==> config.mk <==
export PLATFORM = sky130hd
export DESIGN_NAME = ps2_key_decoder
export DESIGN_NICKNAME = d
export VERILOG_FILES = /design/src/rtl/ps2_pkg.sv /design/src/rtl/ps2_rx_frame.sv /design/src/rtl/ps2_key_decoder.sv
export SDC_FILE = /design/constraint.sdc
export NUM_CORES = 1
export LEC_CHECK = 0
export CORE_ASPECT_RATIO = 1.5
export CORE_MARGIN = 1
export CORE_UTILIZATION = 25
export DETAILED_ROUTE_END_ITERATION = 12
export SYNTH_ARGS = -nofsm -noshare
export SYNTH_HDL_FRONTEND = slang
export SYNTH_SLANG_ARGS = --single-unit
==> constraint.sdc <==
create_clock -name clk -period 3.7 [get_ports clk]
set_input_delay 0.74 -clock clk [delete_from_list [all_inputs] [get_ports clk]]
set_output_delay 0.74 -clock clk [all_outputs]
set_load 0.1 [all_outputs]
==> src/rtl/ps2_pkg.sv <==
// Shared constants for the PS/2 keyboard front end: scancodes, receiver
// state encoding and the bit positions of the held-direction outputs.
package ps2_pkg;

    // Prefix bytes
    localparam logic [7:0] SC_EXT   = 8'hE0;
    localparam logic [7:0] SC_BREAK = 8'hF0;

    // Arrow keys (only meaningful after an SC_EXT prefix)
    localparam logic [7:0] SC_UP    = 8'h75;
    localparam logic [7:0] SC_DOWN  = 8'h72;
    localparam logic [7:0] SC_LEFT  = 8'h6B;
    localparam logic [7:0] SC_RIGHT = 8'h74;

    // Plain keys
    localparam logic [7:0] SC_SPACE = 8'h29;
    localparam logic [7:0] SC_ENTER = 8'h5A;

    // Letter aliases for the arrows
    localparam logic [7:0] SC_W     = 8'h1D;
    localparam logic [7:0] SC_A     = 8'h1C;
    localparam logic [7:0] SC_S     = 8'h1B;
    localparam logic [7:0] SC_D     = 8'h23;

    // Bit positions inside the btns vector
    localparam int BTN_UP    = 3;
    localparam int BTN_DOWN  = 2;
    localparam int BTN_LEFT  = 1;
    localparam int BTN_RIGHT = 0;

    // Frame receiver states
    typedef enum logic [1:0] {
        IDLE   = 2'd0,
        DATA   = 2'd1,
        PARITY = 2'd2,
        STOP   = 2'd3
    } rx_state_t;

endpackage

==> src/rtl/ps2_rx_frame.sv <==
// PS/2 frame receiver: two-flop synchronisers, a glitch filter on the
// keyboard clock, an 11-bit frame deserialiser with odd-parity and stop-bit
// checking, and a watchdog that abandons a frame if the keyboard clock stalls.
module ps2_rx_frame
    import ps2_pkg::*;
#(
    parameter int CLK_HZ     = 100000000,
    parameter int FILTER_LEN = 8,
    parameter int TIMEOUT_US = 1000
) (
    input  logic       clk,
    input  logic       rst,
    input  logic       i_ps2Clk,
    input  logic       i_ps2Data,
    output logic [7:0] o_byte,
    output logic       o_valid,
    output logic       o_err
);

    localparam int TIMEOUT_CYC = (CLK_HZ / 1000000) * TIMEOUT_US;
    localparam int TCW         = $clog2(TIMEOUT_CYC + 1);
    localparam int FCW         = $clog2(FILTER_LEN + 1);
    localparam logic [FCW-1:0] FILT_LAST = FCW'(FILTER_LEN - 1);
    localparam logic [TCW-1:0] WDOG_LAST = TCW'(TIMEOUT_CYC - 1);

    logic           r_clkSync1;
    logic           r_clkSync2;
    logic           r_datSync1;
    logic           r_datSync2;
    logic           r_filtClk;
    logic           r_filtClkDly;
    logic [FCW-1:0] r_filtCnt;
    logic           w_fall;

    rx_state_t      r_state;
    logic [2:0]     r_bitCnt;
    logic [7:0]     r_shift;
    logic           r_parity;
    logic [7:0]     r_byte;
    logic           r_valid;
    logic           r_err;
    logic [TCW-1:0] r_wdog;

    // Bring both raw lines into the clock domain; idle PS/2 lines are high
    always_ff @(posedge clk or negedge rst) begin
        if (!rst) begin
            r_clkSync1 <= 1'b1;
            r_clkSync2 <= 1'b1;
            r_datSync1 <= 1'b1;
            r_datSync2 <= 1'b1;
        end else begin
            r_clkSync1 <= i_ps2Clk;
            r_clkSync2 <= r_clkSync1;
            r_datSync1 <= i_ps2Data;
            r_datSync2 <= r_datSync1;
        end
    end

    // Filtered clock only follows the synced clock after a run of identical samples
    always_ff @(posedge clk or negedge rst) begin
        if (!rst) begin
            r_filtClk    <= 1'b1;
            r_filtClkDly <= 1'b1;
            r_filtCnt    <= '0;
        end else begin
            r_filtClkDly <= r_filtClk;
            if (r_clkSync2 == r_filtClk) begin
                r_filtCnt <= '0;
            end else if (r_filtCnt == FILT_LAST) begin
                r_filtClk <= r_clkSync2;
                r_filtCnt <= '0;
            end else begin
                r_filtCnt <= r_filtCnt + FCW'(1);
            end
        end
    end

    assign w_fall = r_filtClkDly & ~r_filtClk;

    // Frame deserialiser and watchdog; byte/valid/err are registered here
    always_ff @(posedge clk or negedge rst) begin
        if (!rst) begin
            r_state  <= IDLE;
            r_bitCnt <= '0;
            r_shift  <= '0;
            r_parity <= 1'b0;
            r_byte   <= '0;
            r_valid  <= 1'b0;
            r_err    <= 1'b0;
            r_wdog   <= '0;
        end else begin
            r_valid <= 1'b0;
            r_err   <= 1'b0;
            if (w_fall) begin
                r_wdog <= '0;
                case (r_state)
                    IDLE: begin
                        if (!r_datSync2) begin
                            r_state  <= DATA;
                            r_bitCnt <= '0;
                        end
                    end
                    DATA: begin
                        r_shift  <= {r_datSync2, r_shift[7:1]};
                        r_bitCnt <= r_bitCnt + 3'd1;
                        if (r_bitCnt == 3'd7) begin
                            r_state <= PARITY;
                        end
                    end
                    PARITY: begin
                        r_parity <= r_datSync2;
                        r_state  <= STOP;
                    end
                    STOP: begin
                        if (r_datSync2 && (^{r_shift, r_parity})) begin
                            r_byte  <= r_shift;
                            r_valid <= 1'b1;
                        end else begin
                            r_err <= 1'b1;
                        end
                        r_state <= IDLE;
                    end
                    default: r_state <= IDLE;
                endcase
            end else if (r_state != IDLE) begin
                if (r_wdog == WDOG_LAST) begin
                    r_state <= IDLE;
                    r_err   <= 1'b1;
                    r_wdog  <= '0;
                end else begin
                    r_wdog <= r_wdog + TCW'(1);
                end
            end else begin
                r_wdog <= '0;
            end
        end
    end

    assign o_byte  = r_byte;
    assign o_valid = r_valid;
    assign o_err   = r_err;

endmodule

==> src/rtl/ps2_key_decoder.sv <==
// PS/2 keyboard decoder for the game top level. Receives frames through
// ps2_rx_frame, tracks the E0/F0 prefixes and turns arrow keys into held
// direction levels and Space/Enter into one-shot pulses.
// Build option: define WASD_EN to make W/A/S/D alias the arrow keys.
module ps2_key_decoder
    import ps2_pkg::*;
#(
    parameter int CLK_HZ     = 100000000,
    parameter int FILTER_LEN = 8,
    parameter int TIMEOUT_US = 1000
) (
    input  logic       clk,
    input  logic       rst,
    input  logic       PS2_CLK,
    input  logic       PS2_DATA,
    output logic [3:0] btns,
    output logic       continue_btn,
    output logic       start_btn,
    output logic [7:0] scan_code,
    output logic       scan_valid,
    output logic       frame_err
);

    logic [7:0] w_byte;
    logic       w_valid;
    logic       w_err;

    logic       r_ext;
    logic       r_brk;
    logic [3:0] r_arrowHeld;
`ifdef WASD_EN
    logic [3:0] r_letterHeld;
`endif
    logic       r_spaceHeld;
    logic       r_enterHeld;
    logic       r_continue;
    logic       r_start;

    ps2_rx_frame #(
        .CLK_HZ     (CLK_HZ),
        .FILTER_LEN (FILTER_LEN),
        .TIMEOUT_US (TIMEOUT_US)
    ) u_rx (
        .clk       (clk),
        .rst       (rst),
        .i_ps2Clk  (PS2_CLK),
        .i_ps2Data (PS2_DATA),
        .o_byte    (w_byte),
        .o_valid   (w_valid),
        .o_err     (w_err)
    );

    // Prefix tracking and key state; a rejected frame never reaches this block
    always_ff @(posedge clk or negedge rst) begin
        if (!rst) begin
            r_ext        <= 1'b0;
            r_brk        <= 1'b0;
            r_arrowHeld  <= '0;
`ifdef WASD_EN
            r_letterHeld <= '0;
`endif
            r_spaceHeld  <= 1'b0;
            r_enterHeld  <= 1'b0;
            r_continue   <= 1'b0;
            r_start      <= 1'b0;
        end else begin
            r_continue <= 1'b0;
            r_start    <= 1'b0;
            if (w_valid) begin
                if (w_byte == SC_EXT) begin
                    r_ext <= 1'b1;
                end else if (w_byte == SC_BREAK) begin
                    r_brk <= 1'b1;
                end else begin
                    r_ext <= 1'b0;
                    r_brk <= 1'b0;
                    if (r_ext) begin
                        case (w_byte)
                            SC_UP:    r_arrowHeld[BTN_UP]    <= ~r_brk;
                            SC_DOWN:  r_arrowHeld[BTN_DOWN]  <= ~r_brk;
                            SC_LEFT:  r_arrowHeld[BTN_LEFT]  <= ~r_brk;
                            SC_RIGHT: r_arrowHeld[BTN_RIGHT] <= ~r_brk;
                            default:  ;
                        endcase
                    end else begin
                        case (w_byte)
                            SC_SPACE: begin
                                r_spaceHeld <= ~r_brk;
                                if (!r_brk && !r_spaceHeld) begin
                                    r_continue <= 1'b1;
                                end
                            end
                            SC_ENTER: begin
                                r_enterHeld <= ~r_brk;
                                if (!r_brk && !r_enterHeld) begin
                                    r_start <= 1'b1;
                                end
                            end
`ifdef WASD_EN
                            SC_W: r_letterHeld[BTN_UP]    <= ~r_brk;
                            SC_S: r_letterHeld[BTN_DOWN]  <= ~r_brk;
                            SC_A: r_letterHeld[BTN_LEFT]  <= ~r_brk;
                            SC_D: r_letterHeld[BTN_RIGHT] <= ~r_brk;
`endif
                            default: ;
                        endcase
                    end
                end
            end
        end
    end

`ifdef WASD_EN
    assign btns = r_arrowHeld | r_letterHeld;
`else
    assign btns = r_arrowHeld;
`endif

    assign continue_btn = r_continue;
    assign start_btn    = r_start;
    assign scan_code    = w_byte;
    assign scan_valid   = w_valid;
    assign frame_err    = w_err;

endmodule

After elaboration in Yosys (flattened, before gate mapping)
Index checks and enable logic that the tools add are counted.

Register bits: 61. Word-level logic and storage cells: 116.

Add/sub/neg operators: 3. Equality and inequality tests: 19. Muxes and demuxes: 36. Bitwise operators: 7. Reduce and logical (&&, ||, !) cells: 26.

Operator list (number): two-way mux 17 bit (3); == test 8 x 7 -> 1 bit, second input constant (5); AND reduction 5 bit (6); two-way mux 1 bit (23); adder 17 x 1 -> 17 bit, second input constant (1); == test 17 bit, second input constant (1); == test 8 bit, second input constant (2); two-way mux 2 bit (5); AND reduction 2 bit (5); parity 9 bit (1); == test 8 x 6 -> 1 bit, second input constant (1); two-way mux 4 bit (2); one-hot mux 2 bit (4 select lines) (1); nonzero test 2 bit (4); != test 3 bit, second input constant (2); NOT 1 bit (6); one-hot mux 3 bit (2 select lines) (1); AND reduction 3 bit (2); adder 4 x 1 -> 4 bit, second input constant (1); == test 2 bit, second input constant (2); == test 4 x 3 -> 1 bit, second input constant (1); != test 2 bit, second input constant (2); AND reduction 4 bit (1); adder 3 x 1 -> 3 bit, second input constant (1); 8 further kinds (12).

Longest topological paths before layout
Depth after elaboration: 8. Depth in mapped cells: 8. Depth with buffers taken out: 6.

Hierarchy
A second synthesis with hierarchy kept.

Cell total of the unflattened synthesis: 254. Area total of the unflattened synthesis: 2859.0 um2.

By module, submodules not included: ps2_rx_frame (instances 1, cells each 205, area an instance 2342.2 um2, sequential area each 1283.7 um2); ps2_key_decoder (instances 1, cells each 49, area an instance 516.7 um2, sequential area each 250.2 um2).

Worst setup path after synthesis
Ideal clock, no wire load.

Path type: register to register. Start: reg u_rx.r_valid, in the netlist u_rx.o_valid. End: reg r_spaceHeld. Arrival: 1813 ps. Path slack: 1752 ps. Stages on the path, launching flop included: 5. Path buffers: 0. Period minus slack after synthesis: 1948 ps. Cells stage by stage: dfrtp_1 > nor4bb_1 > nand3b_1 > nand4b_1 > mux2i_1.

Word-level cells in the longest chain between the ends: 1.

RTL lines: from (decl) (RTL line ps2_rx_frame.sv:40) `logic r_valid;`; from (signal assigned) (RTL line ps2_rx_frame.sv:88) `r_valid <= 1'b0;`; from (signal assigned) (RTL line ps2_rx_frame.sv:92) `r_valid <= 1'b0;`; from (signal assigned) (RTL line ps2_rx_frame.sv:117) `r_valid <= 1'b1;`; AND reduction 5 bit (no source line); to (signal assigned) (RTL line ps2_key_decoder.sv:88) `r_spaceHeld <= ~r_brk;`; to (decl) (RTL line ps2_key_decoder.sv:34) `logic r_spaceHeld;`.

Every way passes these cells. A chain may end at the register's enable or synchronous reset.

Worst setup path after layout
Start: reg u_rx.r_byte[3], in the netlist u_rx.o_byte[3]. End: out scan_code[3].

RTL lines: from (decl) (RTL line ps2_rx_frame.sv:39) `logic [7:0] r_byte;`; from (signal assigned) (RTL line ps2_rx_frame.sv:116) `r_byte <= r_shift;`; to (decl) (RTL line ps2_key_decoder.sv:19) `output logic [7:0] scan_code,`.

No word-level cell between the ends.

==> metrics.txt <==
top-level I/O count 20; Syn Area/Cell 11.1 sq um; CP Capture Type output port; share of flip-flops with an asynchronous set or reset after synthesis between 90% and 100%; routed wire length 5200 microns; post-CTS setup repair buffer count 0; fillers 1,158; Tot GR Track Use about 9.9%; Cell Pwr Density 564 nW/um^2; total area of multi-input combinational cells about 1200 sq um; list of cells traversed by the critical path clkdlybuf4s50_1; post-route cell area 3530 sq um; area growth from synthesis to layout 23.8%; count of nets left with antenna violations after detail routing 0; cell area after synthesis between 2000 and 3000 sq um; Final min period 2.68 ns; cell area after placement roughly 3200 sq um; Leakage Power between 1.5 and 2 nW; last weighted congestion value of the routability-driven placer around 0.73; sequential share of the synthesized area 53.8%; kind of cell with the highest combined delay on the critical path buffers and inverters; fraction of layout cells with a size suffix above 1 about 15%; Net Switching 513 uW; register clock-pin slew on the reported worst setup and hold paths about 0.050 ns; cell type with the largest total area after synthesis dfrtp_1; drt via density 4.39; maximum clock rate 373 MHz; die area 11,800 sq um; count of H-tree levels built during CTS 3; DRC violation count after routing 0; post-cts repair resize count 0; CTS tree built; Worst Hold Class reg2reg; sequential group share of total power 39.8%; area of the core between 10,000 and 15,000 sq um; Post-synth EDFFs 0; global-route wire length before repair 8910 microns; clock buffer depth 2; largest net degree at the start of global routing 40; count of routing violations after the opening detailed-route iteration 80; number of detailed-routing iterations run before antenna repair 4; worst r2r path cells 5; setup slack of the critical path after layout 1.02 ns; CTS root buffer clkbuf_16; Die X-Extent 89.2 microns; number of antenna violations at the first check in global routing 0; setup_tns 0 ns; # rows 47; outcome finished, final reports clean; post-synth cell types 43; switch share 25.8%; internal power of the cells 1.48 mW; unrepaired setup endpoints after global routing no; Largest stage delay, worst path 1.17 ns; type of origin of the critical path register; max-slew violation count 0; post-route worst hold slack 0.357 ns; leading post-synthesis cells by cell area dfrtp_1 48%, mux2_2 6.3%, dfstp_2 5.5%, ha_1 4.0%, nor2_1 3.3%; Die Height ~130 microns; YS warnings 0; worst-skew pair later-pin latency approximately 0.32 ns; Max VDD drop around 250 uV; diode count 0; leading cell types by count after synthesis 55 x dfrtp_1, 25 x nor2_1, 17 x nand2_1; critical path start-end classification reg2out; power share of the clock group 45.4%; initial standard-cell utilization of the core roughly 26%; required time at the endpoint of the critical path 2.96 ns; worst-path fanout max 7; post-synthesis register bit count 61; share of the core filled with cells in the final layout around a third; worst rel slew slack 34.0%; Hold-fix buffers, CTS 0; mean routed wirelength per cell 12.0 microns; total number of cells along the worst setup path 1; Bufs and invs on worst path 1; share of Yosys cell area claimed by the top area cell type 48.3%; placed wire-length estimate 3750 microns; part of the total power dissipated in combinational logic 14.8%; vias in the first global route 1,907; count of clock tree sinks slightly above 60; ratio of final minimum period to clock period 72.5%; number of failing hold endpoints at the final stage 0; DP Worst Slack 1.37 ns; final setup violating endpoints 0; grt total ovfl 0; Hold Path Stages 0; register area between 1500 and 2000 sq um; flip-flop cell with the highest count after synthesis dfrtp_1; number of CTS-inserted buffers 9; count of buffers from port buffering 19; maxcap violations 0; DR vias 1,899; cell type of the slowest stage on the worst timing path clkdlybuf4s50_1; Net count, final 294; transition time of the tightest slew-check pin 0.987 ns; CP Data Arrival Time about 1.9 ns; Setup Skew 0.00839 ns; leading cell type by number of instances after synthesis dfrtp_1; synthesized netlist cell count about 260; net count after synthesis 269
## power groups by stage
stage | Sequential (mW) | Combinational, mW | Clock [mW]
final | 0.793 | 0.295 | 0.904
after global routing | 0.804 | 0.343 | 0.964
after CTS | 0.793 | 0.304 | 0.927
after detailed placement | 0.804 | 0.303 | 0
after global placement | 0.801 | 0.293 | 0
after floorplan | 0.793 | 0.245 | 0
## cell families (layout without fill, tap and decap cells)
| logic type | after synthesis | count (layout) | synth area share (%) |
|---|---|---|---|
| AO/OA/AOI/OAI | 29 | 29 | 5.75 |
| XOR/XNOR | 19 | 19 | 6.94 |
| adder cells (fa/ha/maj) | 9 | 9 | 3.95 |
| buffers and inverters | 20 | 50 | 2.72 |
| flip-flops | 61 | 61 | 53.8 |
| multiplexers | 21 | 21 | 8.52 |
| AND/OR/NAND/NOR | 97 | 97 | 18.3 |
## per-layer routing
layer / up-vias / track usage (%) / share of wire (%)
li1: 943 / - / -
met1: 918 / 10.5 / 41
met2: 28 / 17.8 / 54
met3: 10 / 2.25 / 3.2
met4: 0 / 4.50 / 2.0
met5: - / 0 / 0
## through the flow
stage	std cells	total power, mW
5_1_grt	433	2.11
4_1_cts	433	2.02
3_3_place_gp	417	1.09
2_1_floorplan	256	1.04
3_5_place_dp	417	1.11
6_report	433	1.99
## worst reg2reg max path, stage by stage (launching register included)
cell      delay (ns)
dfrtp_1         0.39
ha_1            0.23
and4_1          0.33
and4_1          0.28
nand2b_1        0.53
nor2_1          0.11
## layout by cell type, fill, tap and decap left out, types with 6 or more instances in the layout
master and instances:
dfrtp_1 55, nor2_1 25, clkdlybuf4s50_1 18, nand2_1 17, mux2_2 16, inv_1 14, nand3_1 12, o21ai_0 11
a21oi_1 10, xnor2_1 9, ha_1 9, clkbuf_16 9, xor2_1 8, nor3_1 7, nand4_1 6, dfstp_2 6
## state kept, by name, summed over array words and instances, names as in the netlist, 2 cells and up
name	count
u_rx.r_wdog	17
btns	4
u_rx.r_shift	8
u_rx.r_state	2
u_rx.r_bitCnt	3
u_rx.o_byte	8
u_rx.r_filtCnt	4
## path summary, 6_finish.rpt
check / start / to / slack (ns)
min in group asynchronous: rst / btns[2] / 0.52
worst max register to register: u_rx.r_wdog[0] / u_rx.r_wdog[2] / 1.67
worst min register to register: u_rx.r_datSync1 / u_rx.r_datSync2 / 0.36
worst min-delay path: u_rx.r_datSync1 / u_rx.r_datSync2 / 0.36
worst max-delay path: u_rx.o_byte[3] / scan_code[3] / 1.02
max in group asynchronous: rst / u_rx.r_datSync1 / 2.29
## cell type report
type                            instances  share of cell area, %
Inverter                               14                   1.49
Timing Repair Buffer                   20                   5.46
Multi-Input combinational cell        175                   35.1
Sequential cell                        61                   43.5
Tap cell                              147                   5.21
Clock inverter                          4                   1.99
Clock buffer                           12                   7.27
Note: power is estimated with default switching activity, not from simulation.
==> RTL edit 1, RTL diff (same settings) <==
Encoding of `rx_state_t`: now one-hot (4 bits for 4 states).
--- a/src/rtl/ps2_pkg.sv
+++ b/src/rtl/ps2_pkg.sv
@@ -29,11 +29,11 @@
     localparam int BTN_RIGHT = 0;
 
     // Frame receiver states
-    typedef enum logic [1:0] {
-        IDLE   = 2'd0,
-        DATA   = 2'd1,
-        PARITY = 2'd2,
-        STOP   = 2'd3
+    typedef enum logic [3:0] {
+        IDLE   = 4'b0001,
+        DATA   = 4'b0010,
+        PARITY = 4'b0100,
+        STOP   = 4'b1000
     } rx_state_t;
 
 endpackage
Check against the original RTL: no difference found for any inputs over 10 cycles, from zero or initial values and one cycle with rst low; not proved beyond that.
==> RTL edit 1 against the original RTL <==
- final area increased by 1.2%
- total power is 5.0% lower
- routed wire length up 7.2%
- area after synthesis rose by 2.0%
- sequential cell count up 2
- setup slack got worse by 0.019 ns
- utilization up 0.056 points
- sequential power rose by 2%
- critical path type unchanged
- highest routed layer unchanged
==> RTL edit 1: results (changes against the original RTL) <==
\begin{tabular}{lr}
\hline
Metric & Value \\
\hline
\multicolumn{2}{l}{\textbf{Run status}} \\
\quad Run status & finished, final reports clean (unchanged) \\
\multicolumn{2}{l}{\textbf{Pwr}} \\
\quad Sequential Power Share & 42.9\% (was 39.8\%) \\
\quad Leakage power total & 1.55 nW (about the same) \\
\quad Combinational power share & 12.8\% (was 14.8\%) \\
\quad Worst IR drop on VDD & 244 uV (was 248 uV) \\
\quad Net load switching power & 477 uW (was 513 uW) \\
\multicolumn{2}{l}{\textbf{Yosys}} \\
\quad Post-synthesis adder-cell area fraction & 1.72\% (was 3.95\%) \\
\quad Sequential area share after synthesis & 54.5\% (was 53.8\%) \\
\quad Average instance area after synthesis & 11.1 um\^{}2 (about the same) \\
\quad Number of nets produced by synthesis & 270 (was 269) \\
\quad Mux cell area share after synthesis & 6.41\% (was 8.52\%) \\
\quad Xor-xnor portion of the synthesized cell area & 8.52\% (was 6.94\%) \\
\multicolumn{2}{l}{\textbf{Cells and area}} \\
\quad Non-filler instance count after layout & 442 (was 433) \\
\quad Fraction of layout cells with a size suffix above 1 & 13.6\% (was 15.0\%) \\
\quad Layout net count & 298 (was 294) \\
\multicolumn{2}{l}{\textbf{STA}} \\
\quad Worst clock skew on the final layout & 0.00753 ns (was 0.00839 ns) \\
\multicolumn{2}{l}{\textbf{Worst setup path}} \\
\quad Worst setup startpoint & u\_rx.o\_byte[0]\$\_DFFE\_PN0P\_ (was u\_rx.o\_byte[3]\$\_DFFE\_PN0P\_) \\
\quad Startpoint of the worst-slack reg-to-reg timing path & u\_rx.r\_filtClkDly\$\_DFF\_PN1\_ (was u\_rx.r\_wdog[0]\$\_DFF\_PN0\_) \\
\multicolumn{2}{l}{\textbf{Detailed routing}} \\
\quad Post-Route M1 WL & 2330 um (was 2110 um) \\
\quad Detailed-routed wire length on met2 & 2910 um (was 2820 um) \\
\multicolumn{2}{l}{\textbf{Global route}} \\
\quad Met1 Use GR & 11.4\% (was 10.5\%) \\
\quad Met3 Use GR & 3.00\% (was 2.25\%) \\
\quad Number of global-route vias before repair & 2093 (was 1907) \\
\multicolumn{2}{l}{\textbf{Place}} \\
\quad Detailed Place HPWL & 4020 um (was 3750 um) \\
\quad Final Wtd Congestion & 0.842 (was 0.731) \\
\hline
\end{tabular}
RTL edit 1: area by class of cell:
cell class              count  area [um^2]
inverters                   3         11.3
flip-flops and latches     63         1590
clock inverters             3         42.5
multi-input cells         192         1290
well taps                 147          184
clock buffers              13          260
repair buffers             21          200
fillers                  1157         7600
RTL edit 1: logic make-up (layout without fill, tap and decap cells):
logic type / after synthesis / after routing
xor gates and xnor gates: 23 / 23
DFF: 63 / 63
buffers and inverters: 7 / 40
adders and majority gates: 4 / 4
muxes: 16 / 16
AOI/OAI and AO/OA: 26 / 26
and+or+nand+nor: 123 / 123
RTL edit 1: worst paths after layout:
kind,to,slack (ns)
hold / removal,u_rx.r_clkSync2$_DFF_PN1_,0.36
setup reg to reg,u_rx.o_byte[1]$_DFFE_PN0P_,1.69
setup / recovery,scan_code[0],1.0
max in group asynchronous,r_brk$_DFFE_PN0P_,2.30
min in group asynchronous,u_rx.r_wdog[8]$_DFF_PN0_,0.58
hold reg to reg,u_rx.r_clkSync2$_DFF_PN1_,0.36
==> RTL edit 2, RTL diff (same settings) <==
Without the edit above. Build with the macro `WASD_EN` defined.
--- a/src/rtl/ps2_key_decoder.sv
+++ b/src/rtl/ps2_key_decoder.sv
@@ -2,6 +2,8 @@
 // ps2_rx_frame, tracks the E0/F0 prefixes and turns arrow keys into held
 // direction levels and Space/Enter into one-shot pulses.
 // Build option: define WASD_EN to make W/A/S/D alias the arrow keys.
+`define WASD_EN
+
 module ps2_key_decoder
     import ps2_pkg::*;
 #(
Function: same outputs for any inputs over 10 cycles, from zero or initial values and one cycle with rst low; that may be too few to reach the edited logic, so the function may still have changed.
==> RTL edit 2 against the original RTL <==
- final area increased by 8.2%
- routed wire length increased by 13%
- clock skew decreased by 0.0033 ns
- setup slack got worse by 0.051 ns
- sequential cell count up 4
- area after synthesis grew 10%
- sequential share of layout area fell by 0.67 points
- non-clock buffer count up 1
- total power is 3.5% higher
- worst hold slack lost 0.0071 ns
- via count rose by 13%
- critical path type unchanged
==> RTL edit 2: results (changes against the original RTL) <==
\begin{tabular}{lr}
\hline
Metric & Value \\
\hline
\multicolumn{2}{l}{\textbf{Detailed routing}} \\
\quad Count of routing violations after the opening detailed-route iteration & 58 (was 80) \\
\quad Detailed-routed wire length on met2 & 3000 um (was 2820 um) \\
\quad Detail-routed via count per cell & 4.66 (was 4.39) \\
\multicolumn{2}{l}{\textbf{Global route}} \\
\quad Overall Global Routing Usage & 10.1\% (was 9.86\%) \\
\quad Met1 Use GR & 11.2\% (was 10.5\%) \\
\quad Largest net degree at the start of global routing & 47 (was 40) \\
\quad First-pass GRT wire length & 10200 um (was 8910 um) \\
\quad Met3 Use GR & 2.63\% (was 2.25\%) \\
\quad Number of global-route vias before repair & 2144 (was 1907) \\
\multicolumn{2}{l}{\textbf{STA}} \\
\quad Transition at the pin with the smallest max-transition slack & 0.979 ns (was 0.987 ns) \\
\quad Worst clock skew on the final layout & 0.00507 ns (was 0.00839 ns) \\
\multicolumn{2}{l}{\textbf{Place}} \\
\quad Detailed Place HPWL & 4260 um (was 3750 um) \\
\quad Final Wtd Congestion & 0.822 (was 0.731) \\
\multicolumn{2}{l}{\textbf{Worst setup path}} \\
\quad Reg2reg setup slack & 1.72 ns (was 1.67 ns) \\
\quad Data arrival time at the worst-slack endpoint & 1.99 ns (was 1.94 ns) \\
\quad R2R cell count & 4 (was 5) \\
\quad Delay of the slowest critical-path stage & 1.19 ns (was 1.17 ns) \\
\quad Crit-path max FO & 9 (was 7) \\
\quad Crit path capture & scan\_code[0] (was scan\_code[3]) \\
\multicolumn{2}{l}{\textbf{Yosys}} \\
\quad Post-synthesis adder-cell area fraction & 3.99\% (was 3.95\%) \\
\quad Number of different library cells in the post-synthesis netlist & 49 (was 43) \\
\quad Top post-synthesis cells by count & dfrtp\_1, nor2\_1, nand2\_1, mux2\_2, inv\_1 (unchanged) \\
\quad Mux cell area share after synthesis & 8.70\% (was 8.52\%) \\
\quad Sequential area share after synthesis & 52.1\% (was 53.8\%) \\
\quad Xor-xnor portion of the synthesized cell area & 6.26\% (was 6.94\%) \\
\quad Complex-gate fraction of the synthesized area & 6.23\% (was 5.75\%) \\
\quad Synth area leaders & dfrtp\_1, mux2\_2, dfstp\_2 (unchanged) \\
\quad Number of nets produced by synthesis & 292 (was 269) \\
\multicolumn{2}{l}{\textbf{Pwr}} \\
\quad Switch share & 27.2\% (was 25.8\%) \\
\quad Clock group share of total power & 44.0\% (was 45.4\%) \\
\quad Worst IR drop on VDD & 193 uV (was 248 uV) \\
\multicolumn{2}{l}{\textbf{Cells and area}} \\
\quad Layout net count & 318 (was 294) \\
\multicolumn{2}{l}{\textbf{Run status}} \\
\quad Run status & finished, final reports clean (unchanged) \\
\hline
\end{tabular}
## RTL edit 2: changes by cell type in the layout (fill, tap and decap cells not counted), sizes merged, moves of 3 or more
cell	change
dfrtp	+4
a21oi	-3
or4	+3
nor4b	+3
nor2b	+3
nor4bb	-4
mux2i	+3
nor3	+3
o31ai	+4
nand4	+3
nor2	-6
## RTL edit 2: per-stage QoR
stage	utilization [%]	hold WS, ns	area [um^2]	std cells	setup slack [ns]
2_1_floorplan	-	0.345	3140	278	1.60
3_3_place_gp	28.9	0.347	3500	446	1.33
3_5_place_dp	28.9	0.348	3500	446	1.31
4_1_cts	31.6	0.356	3820	462	0.955
5_1_grt	31.6	0.359	3820	462	0.886
6_report	31.6	0.350	3820	462	0.966
## RTL edit 2: final cells by class
class                           count  area (um^2)
Fill cell                        1216         8260
Sequential cell                    65         1630
Multi-Input combinational cell    194         1420
Timing Repair Buffer               21          200
Inverter                           13         48.8
Clock buffer                       10          229
Clock inverter                      6         92.6
Tap cell                          153          191
